<file path="src/rtl/hit_ctrl.sv">
// hit_ctrl: player health / invincibility sequencer.
// Hit requests from the monsters are arbitrated lowest index first. Each
// charged hit costs one health point and opens a fixed invincibility window.
// Losing the last point ends the game until restart or reset.
// Optional feature macro: DAMAGE_BLINK_EN. When defined, the sprite blinks
// during the invincibility window. When undefined, the sprite is always shown.
module hit_ctrl #(
    parameter int HIT_SRC       = 2,
    parameter int HEALTH_W      = 4,
    parameter int HEALTH_INIT   = 3,
    parameter int HEALTH_MAX    = 9,
    parameter int INVULN_CYCLES = 300_000_000,
    parameter int BLINK_SHIFT   = 22
) (
    input  logic                i_clk,
    input  logic                i_rst,
    input  logic [HIT_SRC-1:0]  i_hit_req,
    input  logic                i_heal,
    input  logic                i_restart,
    output logic [HEALTH_W-1:0] o_health,
    output logic                o_invuln,
    output logic                o_dead,
    output logic [HIT_SRC-1:0]  o_hit_ack,
    output logic                o_visible
);

    localparam int CW = $clog2(INVULN_CYCLES);
    localparam logic [CW-1:0]       CNT_LOAD = CW'(INVULN_CYCLES - 1);
    localparam logic [HEALTH_W-1:0] H_INIT   = HEALTH_W'(HEALTH_INIT);
    localparam logic [HEALTH_W-1:0] H_MAX    = HEALTH_W'(HEALTH_MAX);
    localparam logic [HEALTH_W-1:0] H_ONE    = HEALTH_W'(1);

    typedef enum logic [1:0] {
        S_ALIVE  = 2'd0,
        S_INVULN = 2'd1,
        S_DEAD   = 2'd2
    } state_t;

    state_t              r_state,  w_state_nxt;
    logic [HEALTH_W-1:0] r_health, w_health_nxt;
    logic [CW-1:0]       r_cnt,    w_cnt_nxt;
    logic [HIT_SRC-1:0]  r_ack,    w_ack_nxt;
    logic [HIT_SRC-1:0]  w_grant;
    logic [HEALTH_W-1:0] w_health_inc;

    // Isolate the lowest set request bit (two's-complement trick).
    assign w_grant      = i_hit_req & (~i_hit_req + HIT_SRC'(1));
    assign w_health_inc = (r_health < H_MAX) ? r_health + H_ONE : r_health;

    // Next-state, health, window counter and ack selection.
    always_comb begin
        w_state_nxt  = r_state;
        w_health_nxt = r_health;
        w_cnt_nxt    = r_cnt;
        w_ack_nxt    = '0;
        if (i_restart) begin
            w_state_nxt  = S_ALIVE;
            w_health_nxt = H_INIT;
            w_cnt_nxt    = '0;
        end else begin
            case (r_state)
                S_ALIVE: begin
                    if (|i_hit_req) begin
                        // A simultaneous heal is dropped in favour of the hit.
                        w_ack_nxt = w_grant;
                        if (r_health <= H_ONE) begin
                            w_health_nxt = '0;
                            w_state_nxt  = S_DEAD;
                        end else begin
                            w_health_nxt = r_health - H_ONE;
                            w_state_nxt  = S_INVULN;
                            w_cnt_nxt    = CNT_LOAD;
                        end
                    end else if (i_heal) begin
                        w_health_nxt = w_health_inc;
                    end
                end
                S_INVULN: begin
                    if (i_heal)
                        w_health_nxt = w_health_inc;
                    if (r_cnt == '0)
                        w_state_nxt = S_ALIVE;
                    else
                        w_cnt_nxt = r_cnt - CW'(1);
                end
                S_DEAD: begin
                    w_health_nxt = '0;
                end
                default: begin
                    // Unreachable encoding: recover to ALIVE, keep health.
                    w_state_nxt = S_ALIVE;
                    w_cnt_nxt   = '0;
                end
            endcase
        end
    end

    // State and datapath registers.
    always_ff @(posedge i_clk) begin
        if (i_rst) begin
            r_state  <= S_ALIVE;
            r_health <= H_INIT;
            r_cnt    <= '0;
            r_ack    <= '0;
        end else begin
            r_state  <= w_state_nxt;
            r_health <= w_health_nxt;
            r_cnt    <= w_cnt_nxt;
            r_ack    <= w_ack_nxt;
        end
    end

    assign o_health  = r_health;
    assign o_invuln  = (r_state == S_INVULN);
    assign o_dead    = (r_state == S_DEAD);
    assign o_hit_ack = r_ack;

`ifdef DAMAGE_BLINK_EN
    logic [BLINK_SHIFT:0] r_blink;
    logic                 w_enter_inv;

    assign w_enter_inv = (w_state_nxt == S_INVULN) && (r_state != S_INVULN);

    // Free-running blink phase, zeroed on every window entry.
    always_ff @(posedge i_clk) begin
        if (i_rst || w_enter_inv)
            r_blink <= '0;
        else
            r_blink <= r_blink + 1'b1;
    end

    assign o_visible = (r_state == S_INVULN) ? r_blink[BLINK_SHIFT] : 1'b1;
`else
    assign o_visible = 1'b1;
`endif

endmodule
</file>
<file path="config.mk">
export PLATFORM = sky130hd
export DESIGN_NAME = hit_ctrl
export DESIGN_NICKNAME = d
export VERILOG_FILES = /design/src/rtl/hit_ctrl.sv
export SDC_FILE = /design/constraint.sdc
export NUM_CORES = 1
export LEC_CHECK = 0
export ABC_CLOCK_PERIOD_IN_PS = 2000
export BUFFER_PORTS_ARGS = -buffer_cell sky130_fd_sc_hd__buf_2
export CAP_MARGIN = 20
export CORE_UTILIZATION = 45
export CTS_CLUSTER_DIAMETER = 80
export DETAILED_ROUTE_END_ITERATION = 7
export GPL_TIMING_DRIVEN = 1
export PLACE_DENSITY = 0.71
export RECOVER_POWER = 100
export SETUP_SLACK_MARGIN = 0.05
export SYNTH_ARGS = -nofsm -noshare
export SYNTH_HDL_FRONTEND = slang
export SYNTH_SLANG_ARGS = --single-unit
</file>
<file path="constraint.sdc">
create_clock -name i_clk -period 2 [get_ports i_clk]
set_input_delay 0.2 -clock i_clk [delete_from_list [all_inputs] [get_ports i_clk]]
set_output_delay 0.2 -clock i_clk [all_outputs]
set_load 0.02 [all_outputs]
</file>
==> metrics.md, run 1 <==
| Metric | Value |
|---|---|
| Status | `finished with violations` |
| Failing checks | `negative setup slack` |
| Most common cell after layout, fill and taps aside | `buf_4` |
| DR WL/cell | `17.4 microns` |
| Post-Syn Instances | `299` |
| Sw frac | `0.372` |
| Clk sinks | `37` |
| Clk slew on worst S/H paths | `0.07 ns` |
| Mean number of vias per cell | `6.44` |
| WP data arrival | `between 2 and 2.5 ns` |
| Cell variety after synth | `57` |
| Global-route wire length before repair | `11,600 microns` |
| Post-synthesis mux area share | `0.0208` |
| Asr flop ratio synth | `0` |
| CTS tree | `yes` |
| Largest family of logic cells by synthesized area | `simple AND/OR/NAND/NOR gates` |
| Compound-gate portion of the synthesized area | `0.264` |
| Core area | `0.00514 sq mm` |
| WS Path Type | `reg -> reg` |
| Total grt overflow | `0` |
| MaxCap Viol Count | `0` |
| RSZ-0062 raised after global routing | `true` |
| Fin. Hold Viols | `0` |
| Tcrit/Tclk final | `1.03` |
| Num CTS Buffers | `5` |
| Cell Area, Placed | `0.00285 sq mm` |
| Mapped Area | `around 0.0024 sq mm` |
| Initial antenna violation count | `0` |
| Synth Flop Type | `dfxtp_1` |
| Vias in the first global route | `2,414` |
| Cells on worst reg2reg path | `8` |
| Clock skew | `0.00365 ns` |
| Row count | `26` |
| Final setup margin | `-0.0631 ns` |
| Area Growth Syn to Fin | `35.0%` |
| Post-synth EDFFs | `0` |
| Synth Area in Adders | `0.0415` |
| Mean post-synth cell area | `8.06 sq um` |
| Final Instance Area | `approximately 0.0033 sq mm` |
| Net Switching | `945 uW` |
| WHS Path Cells | `2` |
| Initial core utilization | `0.469` |
| DIE WIDTH | `75.2 microns` |
| Die outline height | `75.2 microns` |
| First-pass iteration count of the detailed router | `5` |
| Crit Path Max Fanout | `4` |
| Tot GR Track Use | `0.271` |
| Class of the worst hold path | `in -> reg` |
| Hold_ws | `roughly 0.15 ns` |
| Clk pwr share | `0.202` |
| Seq/Total Area, Yosys | `0.307` |
| Synth Net Count | `~310` |
| Clk_lat worst skew | `slightly below 0.3 ns` |
| Post-synthesis simple-gate area fraction | `0.283` |
| Iteration-0 DRC Markers | `284` |
| Gpl congestion | `0.895` |
| Layout cells sized above 1 | `0.343` |
| Root Buffer | `clkbuf_8` |
| Synth Area in XOR/XNOR | `0.00363` |
| Half-perimeter wire length after detailed placement | `about 4600 microns` |
| Inserted Diodes | `0` |
| Worst setup SP type | `register` |
| PortBufs | `13` |
| Longest Clk Path Bufs | `2` |
| Seq cells post-synth | `37` |
| Largest net degree at the start of global routing | `27` |
| Leakage | `~0.0012 uW` |
| Most frequent cells in the layout | `52 x buf_4, 31 x dfxtp_1, 18 x nand2_1, 18 x a21oi_1, 17 x nor3_1` |
| ANT nets after route | `0` |
| Worst Path Required | `approximately 2.2 ns` |
| Power per cell area | `between 700 and 800 mW/mm^2` |
| Max_slew headroom | `0.667` |
| Gate power share | `0.465` |
| Yosys warns | `0` |
| Pins over their slew limit | `0` |
| Residual DRC count | `0` |
| H-tree lvl count | `2` |
| Routed Wire Length | `about 7500 microns` |
| # IOs | `15` |
| Final period demand of the worst path | `2.06 ns` |
| Full die area | `0.00565 sq mm` |
| Internal power | `approximately 1600 uW` |
| Worst IR Drop VDD | `0.607 mV` |
| Worst Max-Slew Pin Slew | `0.487 ns` |
| CTS Hold Bufs | `0` |
| Final setup vio count | `14` |
| Via count | `2,776` |
| Fin nets | `374` |
| Fmax | `around 480 MHz` |
| Endpoint type of the worst setup path | `register` |
| Reg power frac | `0.333` |
-- critical path, cell delays in order, from the launching register on --
cell      delay [ns]
dfxtp_2         0.33
inv_2           0.07
ha_4            0.13
nor4b_4         0.33
and4b_1         0.30
o211ai_1        0.19
buf_4           0.20
or3_4           0.32
a21oi_2         0.12
-- synthesized netlist by cell type (all sizes together) (2+ instances only) --
cell type / instances / share of area
clkbuf: 14 / 0.022
nor2b: 3 / 0.0078
a211oi: 5 / 0.020
buf: 11 / 0.033
nor4b: 2 / 0.013
dfxtp: 37 / 0.31
nor4: 11 / 0.029
o21a: 2 / 0.0062
o31a: 3 / 0.011
o31ai: 8 / 0.025
inv: 14 / 0.022
ha: 8 / 0.042
a41oi: 6 / 0.022
nor3: 20 / 0.046
o21ai: 9 / 0.019
o311ai: 3 / 0.011
and3: 4 / 0.010
o211ai: 3 / 0.0093
or2: 2 / 0.0052
nand4: 3 / 0.0078
nand3b: 3 / 0.0093
nand2: 18 / 0.028
nand2b: 2 / 0.0052
o21ba: 2 / 0.0083
or4: 9 / 0.030
or3: 5 / 0.015
o32ai: 12 / 0.044
nand4b: 2 / 0.0073
mux2i: 5 / 0.021
nor2: 17 / 0.026
a21oi: 20 / 0.042
nand3: 15 / 0.031
a31oi: 8 / 0.021
-- sequential cells by signal, indices dropped and copies added (netlist names) --
register / cells
r_state: 2
o_health: 4
r_cnt: 29
o_hit_ack: 2
-- path summary, 6_finish.rpt --
| kind | slack [ns] | start | end |
|---|---|---|---|
| worst max register to register | -0.06 | r_cnt[0]$_SDFFE_PP0P_ | r_cnt[14]$_SDFFE_PP0P_ |
| worst max-delay path | -0.06 | r_cnt[0]$_SDFFE_PP0P_ | r_cnt[14]$_SDFFE_PP0P_ |
| worst min-delay path | 0.15 | i_hit_req[0] | o_hit_ack[1]$_SDFF_PP0_ |
| worst min register to register | 0.48 | r_cnt[22]$_SDFFE_PP0P_ | r_cnt[22]$_SDFFE_PP0P_ |
-- cell type report --
class                           instances  area, sq um
Fill cell                             458         1890
Clock buffer                            8         80.1
Sequential cell                        37          753
Timing Repair Buffer                   79          637
Tap cell                               70         87.6
Inverter                               15         60.1
Multi-Input combinational cell        222         1640
-- through the flow --
stage | power, uW | worst slack, ns | TNS (ns) | std cells | utilization
3_5_place_dp | 1820 | -0.0461 | -0.166 | 404 | 0.555
6_report | 2540 | -0.0631 | -0.426 | 431 | 0.633
4_1_cts | 2420 | -0.0337 | -0.247 | 423 | 0.607
5_1_grt | 2670 | -0.108 | -1.89 | 431 | 0.633
3_3_place_gp | 1810 | -0.108 | -0.173 | 404 | 0.555
2_1_floorplan | 1480 | -0.0464 | -0.149 | 299 | -
-- power by group through the flow --
stage | Combinational [uW] | Sequential (uW) | Clock (uW)
global route | 1260 | 851 | 552
global placement | 959 | 852 | 0
detailed placement | 968 | 853 | 0
finish | 1180 | 846 | 512
floorplan | 622 | 857 | 0
CTS | 1050 | 840 | 522
-- routing by layer --
metal  vias to the layer above  GRT usage  wire, microns
li1                       1288          -              -
met1                      1326      0.354           3240
met2                       134      0.446           3580
met3                        28     0.0509            509
met4                         0     0.0967            184
met5                         -          0              0
-- timing repair --
| action | CTS | global route |
|---|---|---|
| buffers inserted | 10 | 7 |
| pin swaps | 19 | 12 |
| setup endpoints to repair | 30 | 33 |
| gates cloned | 1 | 1 |
| resized for setup | 27 | 19 |
-- cell families after synthesis --
family	Yosys count
and+or+nand+nor	119
AOI/OAI and AO/OA	88
buffers and inverters	40
DFF	37
adders and majority gates	8
muxes	5
other	1
xor gates and xnor gates	1
(Power assumes the default switching activity.)
==> inputs of run 2 (changes only) <==
CTS_BUF_LIST = sky130_fd_sc_hd__clkbuf_4 sky130_fd_sc_hd__clkbuf_8   (was not set)
==> run 2 against run 1 <==
Net effect:
- the flow still finishes with violations (negative setup slack)
- via count rose by 4.2%
- sequential power rose by 0.9%
- non-clock buffer count up 2
- critical path depth is 1 lower
- clock skew is 0.0029 ns higher
- clock power up 10%
- highest routed layer unchanged
==> metrics.md, run 2 (synthesis results as in run 1) <==
| Metric | Value |
|---|---|
| Layout cells sized above 1 | `0.424 (was 0.343)` |
| Final Instance Area | `0.00351 sq mm (was 0.00325 sq mm)` |
| CTS tree | `yes (unchanged)` |
| Tot GR Track Use | `0.270 (was 0.271)` |
| Pins over their slew limit | `0 (unchanged)` |
| Fmax | `480 MHz (was 485 MHz)` |
| Fin nets | `376 (was 374)` |
| CTS Hold Bufs | `0 (unchanged)` |
| Root Buffer | `clkbuf_8 (unchanged)` |
| Clk sinks | `37 (unchanged)` |
| Longest Clk Path Bufs | `2 (unchanged)` |
| Clk slew on worst S/H paths | `0.07 ns (about the same)` |
| Inserted Diodes | `0 (unchanged)` |
| Cell Area, Placed | `0.00285 sq mm (unchanged)` |
| Worst Max-Slew Pin Slew | `0.476 ns (was 0.487 ns)` |
| Most frequent cells in the layout | `54 x buf_4, 30 x dfxtp_1, 18 x nand2_1 (was 52 x buf_4, 31 x dfxtp_1, 18 x nand2_1, 18 x a21oi_1, 17 x nor3_1)` |
| Initial antenna violation count | `0 (unchanged)` |
| Row count | `26 (unchanged)` |
| Post-route insts no fill | `433 (was 431)` |
| DR WL/cell | `19.1 microns (was 17.4 microns)` |
| Hold Crit Start | `i_hit_req[0] (unchanged)` |
| Endpoint type of the worst setup path | `register (unchanged)` |
| Biggest register | `r_cnt (unchanged)` |
| Max_slew headroom | `0.675 (was 0.667)` |
| Clk_lat worst skew | `0.30 ns (was 0.29 ns)` |
| Total grt overflow | `0 (unchanged)` |
| Reg2reg start | `r_cnt[26]$_SDFFE_PP0P_ (was r_cnt[0]$_SDFFE_PP0P_)` |
| Clock skew | `0.00658 ns (was 0.00365 ns)` |
| Largest net degree at the start of global routing | `27 (unchanged)` |
| Mean number of vias per cell | `6.68 (was 6.44)` |
| Num CTS Buffers | `5 (unchanged)` |
| Class of the worst hold path | `in -> reg (unchanged)` |
| # IOs | `15 (unchanged)` |
| Initial core utilization | `0.469 (unchanged)` |
| MaxCap Viol Count | `0 (unchanged)` |
| PortBufs | `13 (unchanged)` |
| First-pass iteration count of the detailed router | `6 (was 5)` |
| Routed Wire Length | `8270 microns (was 7510 microns)` |
| Tcrit/Tclk final | `1.04 (was 1.03)` |
| Hold_ws | `0.150 ns (was 0.155 ns)` |
| Iteration-0 DRC Markers | `433 (was 284)` |
| Status | `finished with violations (unchanged)` |
| # placed instances | `404 (unchanged)` |
| DIE WIDTH | `75.2 microns (unchanged)` |
| Global-route wire length before repair | `11,600 microns (about the same)` |
| WP data arrival | `2.24 ns (was 2.30 ns)` |
| Final period demand of the worst path | `2.08 ns (was 2.06 ns)` |
| Gpl congestion | `0.895 (unchanged)` |
| Area Growth Syn to Fin | `45.7% (was 35.0%)` |
| Max reg flops | `29 (unchanged)` |
| Die outline height | `75.2 microns (unchanged)` |
| Final setup vio count | `20 (was 14)` |
| Half-perimeter wire length after detailed placement | `4560 microns (unchanged)` |
| Fin. Hold Viols | `0 (unchanged)` |
| Power per cell area | `785 mW/mm^2 (was 780 mW/mm^2)` |
| ANT nets after route | `0 (unchanged)` |
| Final Core Density | `0.683 (was 0.633)` |
| Failing checks | `negative setup slack (unchanged)` |
| Worst Setup SP | `r_cnt[26]$_SDFFE_PP0P_ (was r_cnt[0]$_SDFFE_PP0P_)` |
| Full die area | `0.00565 sq mm (unchanged)` |
| Most common cell after layout, fill and taps aside | `buf_4 (unchanged)` |
| Total power | `2760 uW (was 2540 uW)` |
| Vias in the first global route | `2,465 (was 2,414)` |
| Worst Path Required | `2.16 ns (was 2.23 ns)` |
| H-tree lvl count | `2 (unchanged)` |
| RSZ-0062 raised after global routing | `true (unchanged)` |
| Via count | `2,892 (was 2,776)` |
| WS Path Type | `reg -> reg (unchanged)` |
| Crit Path Max Fanout | `5 (was 4)` |
| Worst setup SP type | `register (unchanged)` |
| Worst IR Drop VDD | `0.598 mV (was 0.607 mV)` |
| Final setup margin | `-0.0835 ns (was -0.0631 ns)` |
| Core area | `0.00514 sq mm (unchanged)` |
| Leakage | `0.00131 uW (was 0.00124 uW)` |
| Residual DRC count | `0 (unchanged)` |
## run 2: changes by cell type in the layout (fill, tap and decap cells not counted), sizes merged
cell,change
clkbuf,-2
buf,+4
## run 2: per-layer routing
| metal | global-route usage | share of wire |
|---|---|---|
| met1 | 0.351 | 0.40 |
| met4 | 0.107 | 0.037 |
| met5 | 0 | 0 |
| met2 | 0.443 | 0.50 |
| met3 | 0.0509 | 0.064 |
## run 2: what timing repair did
action	CTS	global route
pin swaps	22	28
endpoints found under the setup margin	30	33
buffers inserted	10	11
resized for setup	34	51
cloned	1	1
## run 2: metrics by stage
| step | setup slack [ns] | setup TNS (ns) |
|---|---|---|
| after floorplan | -0.0464 | -0.149 |
| after global placement | -0.108 | -0.173 |
| after detailed placement | -0.0461 | -0.166 |
| after CTS | -0.0339 | -0.254 |
| after global routing | -0.180 | -2.02 |
| final | -0.0835 | -0.977 |
## run 2: power breakdown
group	internal (uW)	switching, uW
sequential	791	63.3
combinational	626	714
clock	289	275
total	1710	1050
## run 2: final timing paths
path | end | cells after the start | slack, ns
hold reg to reg | r_cnt[22]$_SDFFE_PP0P_ | 2 | 0.48
setup / recovery | r_cnt[23]$_SDFFE_PP0P_ | 7 | -0.08
setup reg to reg | r_cnt[23]$_SDFFE_PP0P_ | 7 | -0.08
hold / removal | o_hit_ack[1]$_SDFF_PP0_ | 2 | 0.15
## run 2: layout make-up
type | count | area [sq um]
fill | 416 | 1630
clock buffer | 8 | 91.3
tap | 70 | 87.6
inverter | 15 | 65.1
timing repair buffer | 81 | 663
multi-input combinational | 222 | 1850
sequential | 37 | 757
## run 2: critical path: stages (launching register included)
cell	delay [ns]
dfxtp_2	0.33
or4_4	0.54
or3_4	0.36
nor3_4	0.17
buf_6	0.15
or2_4	0.17
buf_12	0.14
o32ai_4	0.08
==> inputs of run 3 (changes only) <==
ABC_CLOCK_PERIOD_IN_PS = 2300   (was 2000)
PLACE_DENSITY = 0.69   (was 0.71)
clock period = 2.3 ns   (was 2 ns; I/O delays follow)
==> run 3 against run 2 <==
Net effect:
- the run now ends clean
- wire length decreased by 24%
- setup slack improved by 0.20 ns
- clock power increased by 6.9%
- power decreased by 24%
- sequential share of layout area increased by 5.3 points
- flip-flop and latch count unchanged
- combinational power decreased by 43%
- core utilization decreased by 14 points
- die area unchanged
- global-route usage decreased by 2.9 points
- critical endpoint is now r_cnt[8]$_SDFFE_PP0P_
- largest cell class unchanged
==> metrics.md, run 3 (synthesis results as in run 1) <==
| Metric | Value |
|---|---|
| Clk sinks | `37 (unchanged)` |
| DIE WIDTH | `75.2 microns (unchanged)` |
| Max_slew headroom | `0.642 (was 0.675)` |
| Final setup margin | `0.120 ns (was -0.0835 ns)` |
| Leakage | `0.00104 uW (was 0.00131 uW)` |
| Net Switching | `733 uW (was 1050 uW)` |
| Power per cell area | `754 mW/mm^2 (was 785 mW/mm^2)` |
| Clk_lat worst skew | `0.30 ns (about the same)` |
| Internal power | `1360 uW (was 1710 uW)` |
| RSZ-0062 raised after global routing | `true (unchanged)` |
| Routed Wire Length | `6260 microns (was 8270 microns)` |
| ANT nets after route | `0 (unchanged)` |
| Final setup vio count | `0 (was 20)` |
| Critical Path Max Stage Delay | `0.61 ns (was 0.54 ns)` |
| Crit-path cells | `inv_1 > ha_2 > nor4b_4 > clkbuf_4 > nand4_1 > nor3_4 > buf_4 > or4b_2 > a21oi_1 (was or4_4 > or3_4 > nor3_4 > buf_6 > or2_4 > buf_12 > o32ai_4)` |
| Most common cell after layout, fill and taps aside | `dfxtp_1 (was buf_4)` |
| Area Growth Syn to Fin | `15.2% (was 45.7%)` |
| Gpl congestion | `0.836 (was 0.895)` |
| Mean number of vias per cell | `6.35 (was 6.68)` |
| Worst Max-Slew Pin Slew | `0.523 ns (was 0.476 ns)` |
| Initial antenna violation count | `0 (unchanged)` |
| CTS tree | `yes (unchanged)` |
| Setup TNS | `0 ns (was -0.977 ns)` |
| WP data arrival | `2.41 ns (was 2.24 ns)` |
| Class of the worst hold path | `in -> reg (unchanged)` |
| Root Buffer | `clkbuf_8 (unchanged)` |
| Vias in the first global route | `2,237 (was 2,465)` |
| Fmax | `459 MHz (was 480 MHz)` |
| Tcrit/Tclk final | `0.948 (was 1.04)` |
| CTS Hold Bufs | `0 (unchanged)` |
| Area of the multi-input gates | `0.00150 sq mm (was 0.00185 sq mm)` |
| Fin nets | `338 (was 376)` |
| Biggest register | `r_cnt (unchanged)` |
| Initial core utilization | `0.469 (unchanged)` |
| Max reg flops | `29 (unchanged)` |
| Endpoint type of the worst setup path | `register (unchanged)` |
| # IOs | `15 (unchanged)` |
| Final period demand of the worst path | `2.18 ns (was 2.08 ns)` |
| Num CTS Buffers | `5 (unchanged)` |
| Row count | `26 (unchanged)` |
| Full die area | `0.00565 sq mm (unchanged)` |
| Crit Path Max Fanout | `16 (was 5)` |
| Number of buffers and inverters on the critical path | `3 (was 2)` |
| PortBufs | `13 (unchanged)` |
| Total grt overflow | `0 (unchanged)` |
| Iteration-0 DRC Markers | `210 (was 433)` |
| Sw frac | `0.350 (was 0.382)` |
| Reg power frac | `0.349 (was 0.310)` |
| Fin. Hold Viols | `0 (unchanged)` |
| Worst setup SP type | `register (unchanged)` |
| Inserted Diodes | `0 (unchanged)` |
| Filler instances | `509 (was 416)` |
| Worst IR Drop VDD | `0.476 mV (was 0.598 mV)` |
| Half-perimeter wire length after detailed placement | `4360 microns (was 4560 microns)` |
| Worst Setup SP | `r_cnt[0]$_SDFFE_PP0P_ (was r_cnt[26]$_SDFFE_PP0P_)` |
| Hold Crit Start | `i_hit_req[0] (unchanged)` |
| Most frequent cells in the layout | `36 x dfxtp_1, 26 x buf_4, 20 x a21oi_1 (was 54 x buf_4, 30 x dfxtp_1, 18 x nand2_1)` |
| Longest Clk Path Bufs | `2 (unchanged)` |
| Worst path slowest cell | `or4b_2 (was or4_4)` |
| Tot GR Track Use | `0.241 (was 0.270)` |
| Worst Path Required | `2.53 ns (was 2.16 ns)` |
| Via count | `2,510 (was 2,892)` |
| Global-route wire length before repair | `10,400 microns (was 11,600 microns)` |
| MaxCap Viol Count | `0 (unchanged)` |
| Status | `completed (was finished with violations)` |
| Clk pwr share | `0.288 (was 0.204)` |
| Residual DRC count | `0 (unchanged)` |
| Reg2reg start | `r_cnt[0]$_SDFFE_PP0P_ (was r_cnt[26]$_SDFFE_PP0P_)` |
| Pins over their slew limit | `0 (unchanged)` |
| Core area | `0.00514 sq mm (unchanged)` |
| Die outline height | `75.2 microns (unchanged)` |
| H-tree lvl count | `2 (unchanged)` |
| WS Path Type | `reg -> reg (unchanged)` |
| Register area | `744 sq um (was 757 sq um)` |
| Layout cells sized above 1 | `0.178 (was 0.424)` |
| DR WL/cell | `15.9 microns (was 19.1 microns)` |
| First-pass iteration count of the detailed router | `5 (was 6)` |
| Largest net degree at the start of global routing | `23 (was 27)` |
| Pre-CTS setup slack | `0.144 ns (was -0.0461 ns)` |
| Clock skew | `0.0111 ns (was 0.00658 ns)` |
| CP top delay family | `simple AND/OR/NAND/NOR gates (unchanged)` |
| Clk slew on worst S/H paths | `0.08 ns (was 0.07 ns)` |
| Gate power share | `0.363 (was 0.486)` |
run 3: cell count changes in the layout (fill, tap and decap cells not counted), sizes merged:
| cell | before | now |
|---|---|---|
| clkbuf | 15 | 18 |
| bufinv | 0 | 1 |
| clkinv | 0 | 1 |
| clkinvlp | 1 | 0 |
| buf | 74 | 32 |
run 3: worst paths after layout:
check | slack, ns | endpoint | cells past startpoint
worst max-delay path | 0.12 | r_cnt[8]$_SDFFE_PP0P_ | 9
worst min register to register | 0.48 | r_cnt[22]$_SDFFE_PP0P_ | 2
worst max register to register | 0.12 | r_cnt[8]$_SDFFE_PP0P_ | 9
worst min-delay path | 0.18 | o_hit_ack[1]$_SDFF_PP0_ | 2
run 3: timing repair:
item	CTS	global route
setup endpoints to repair	0	10
gates resized for setup	0	3
setup buffers	0	4
run 3: through the flow:
step / area [sq um] / utilization / hold WS (ns) / power [uW] / instances
2_1_floorplan: 2410 / - / 0.309 / 1260 / 299
3_3_place_gp: 2630 / 0.512 / 0.473 / 1470 / 383
3_5_place_dp: 2630 / 0.512 / 0.471 / 1470 / 383
4_1_cts: 2750 / 0.535 / 0.163 / 2070 / 391
5_1_grt: 2780 / 0.540 / 0.186 / 2220 / 395
6_report: 2780 / 0.540 / 0.182 / 2090 / 395
run 3: worst reg2reg max path: cells and delay by family, from the launching register on:
family,cells,cell delay (ns)
AND/OR/NAND/NOR,4,0.96
buffers and inverters,3,0.44
flip-flops,1,0.34
adder cells (fa/ha/maj),1,0.23
AO/OA/AOI/OAI,1,0.15
run 3: cell type report:
cell class	instances	area share
Inverter	15	0.0203
Clock inverter	1	0.0108
Timing Repair Buffer	43	0.0982
Sequential cell	37	0.268
Multi-Input combinational cell	222	0.539
Clock buffer	7	0.0324
Tap cell	70	0.0315
run 3: power groups by stage:
stage | registers, uW | logic, uW | clock network [uW]
after floorplan | 745 | 514 | 0
after global placement | 744 | 722 | 0
after detailed placement | 745 | 728 | 0
after CTS | 730 | 730 | 611
after global routing | 738 | 834 | 649
final | 731 | 759 | 603
run 3: metal layers:
layer | global-route usage | part of all wire
met5 | 0 | 0
met4 | 0.0802 | 0.0085
met3 | 0.0442 | 0.071
met2 | 0.380 | 0.47
met1 | 0.333 | 0.45
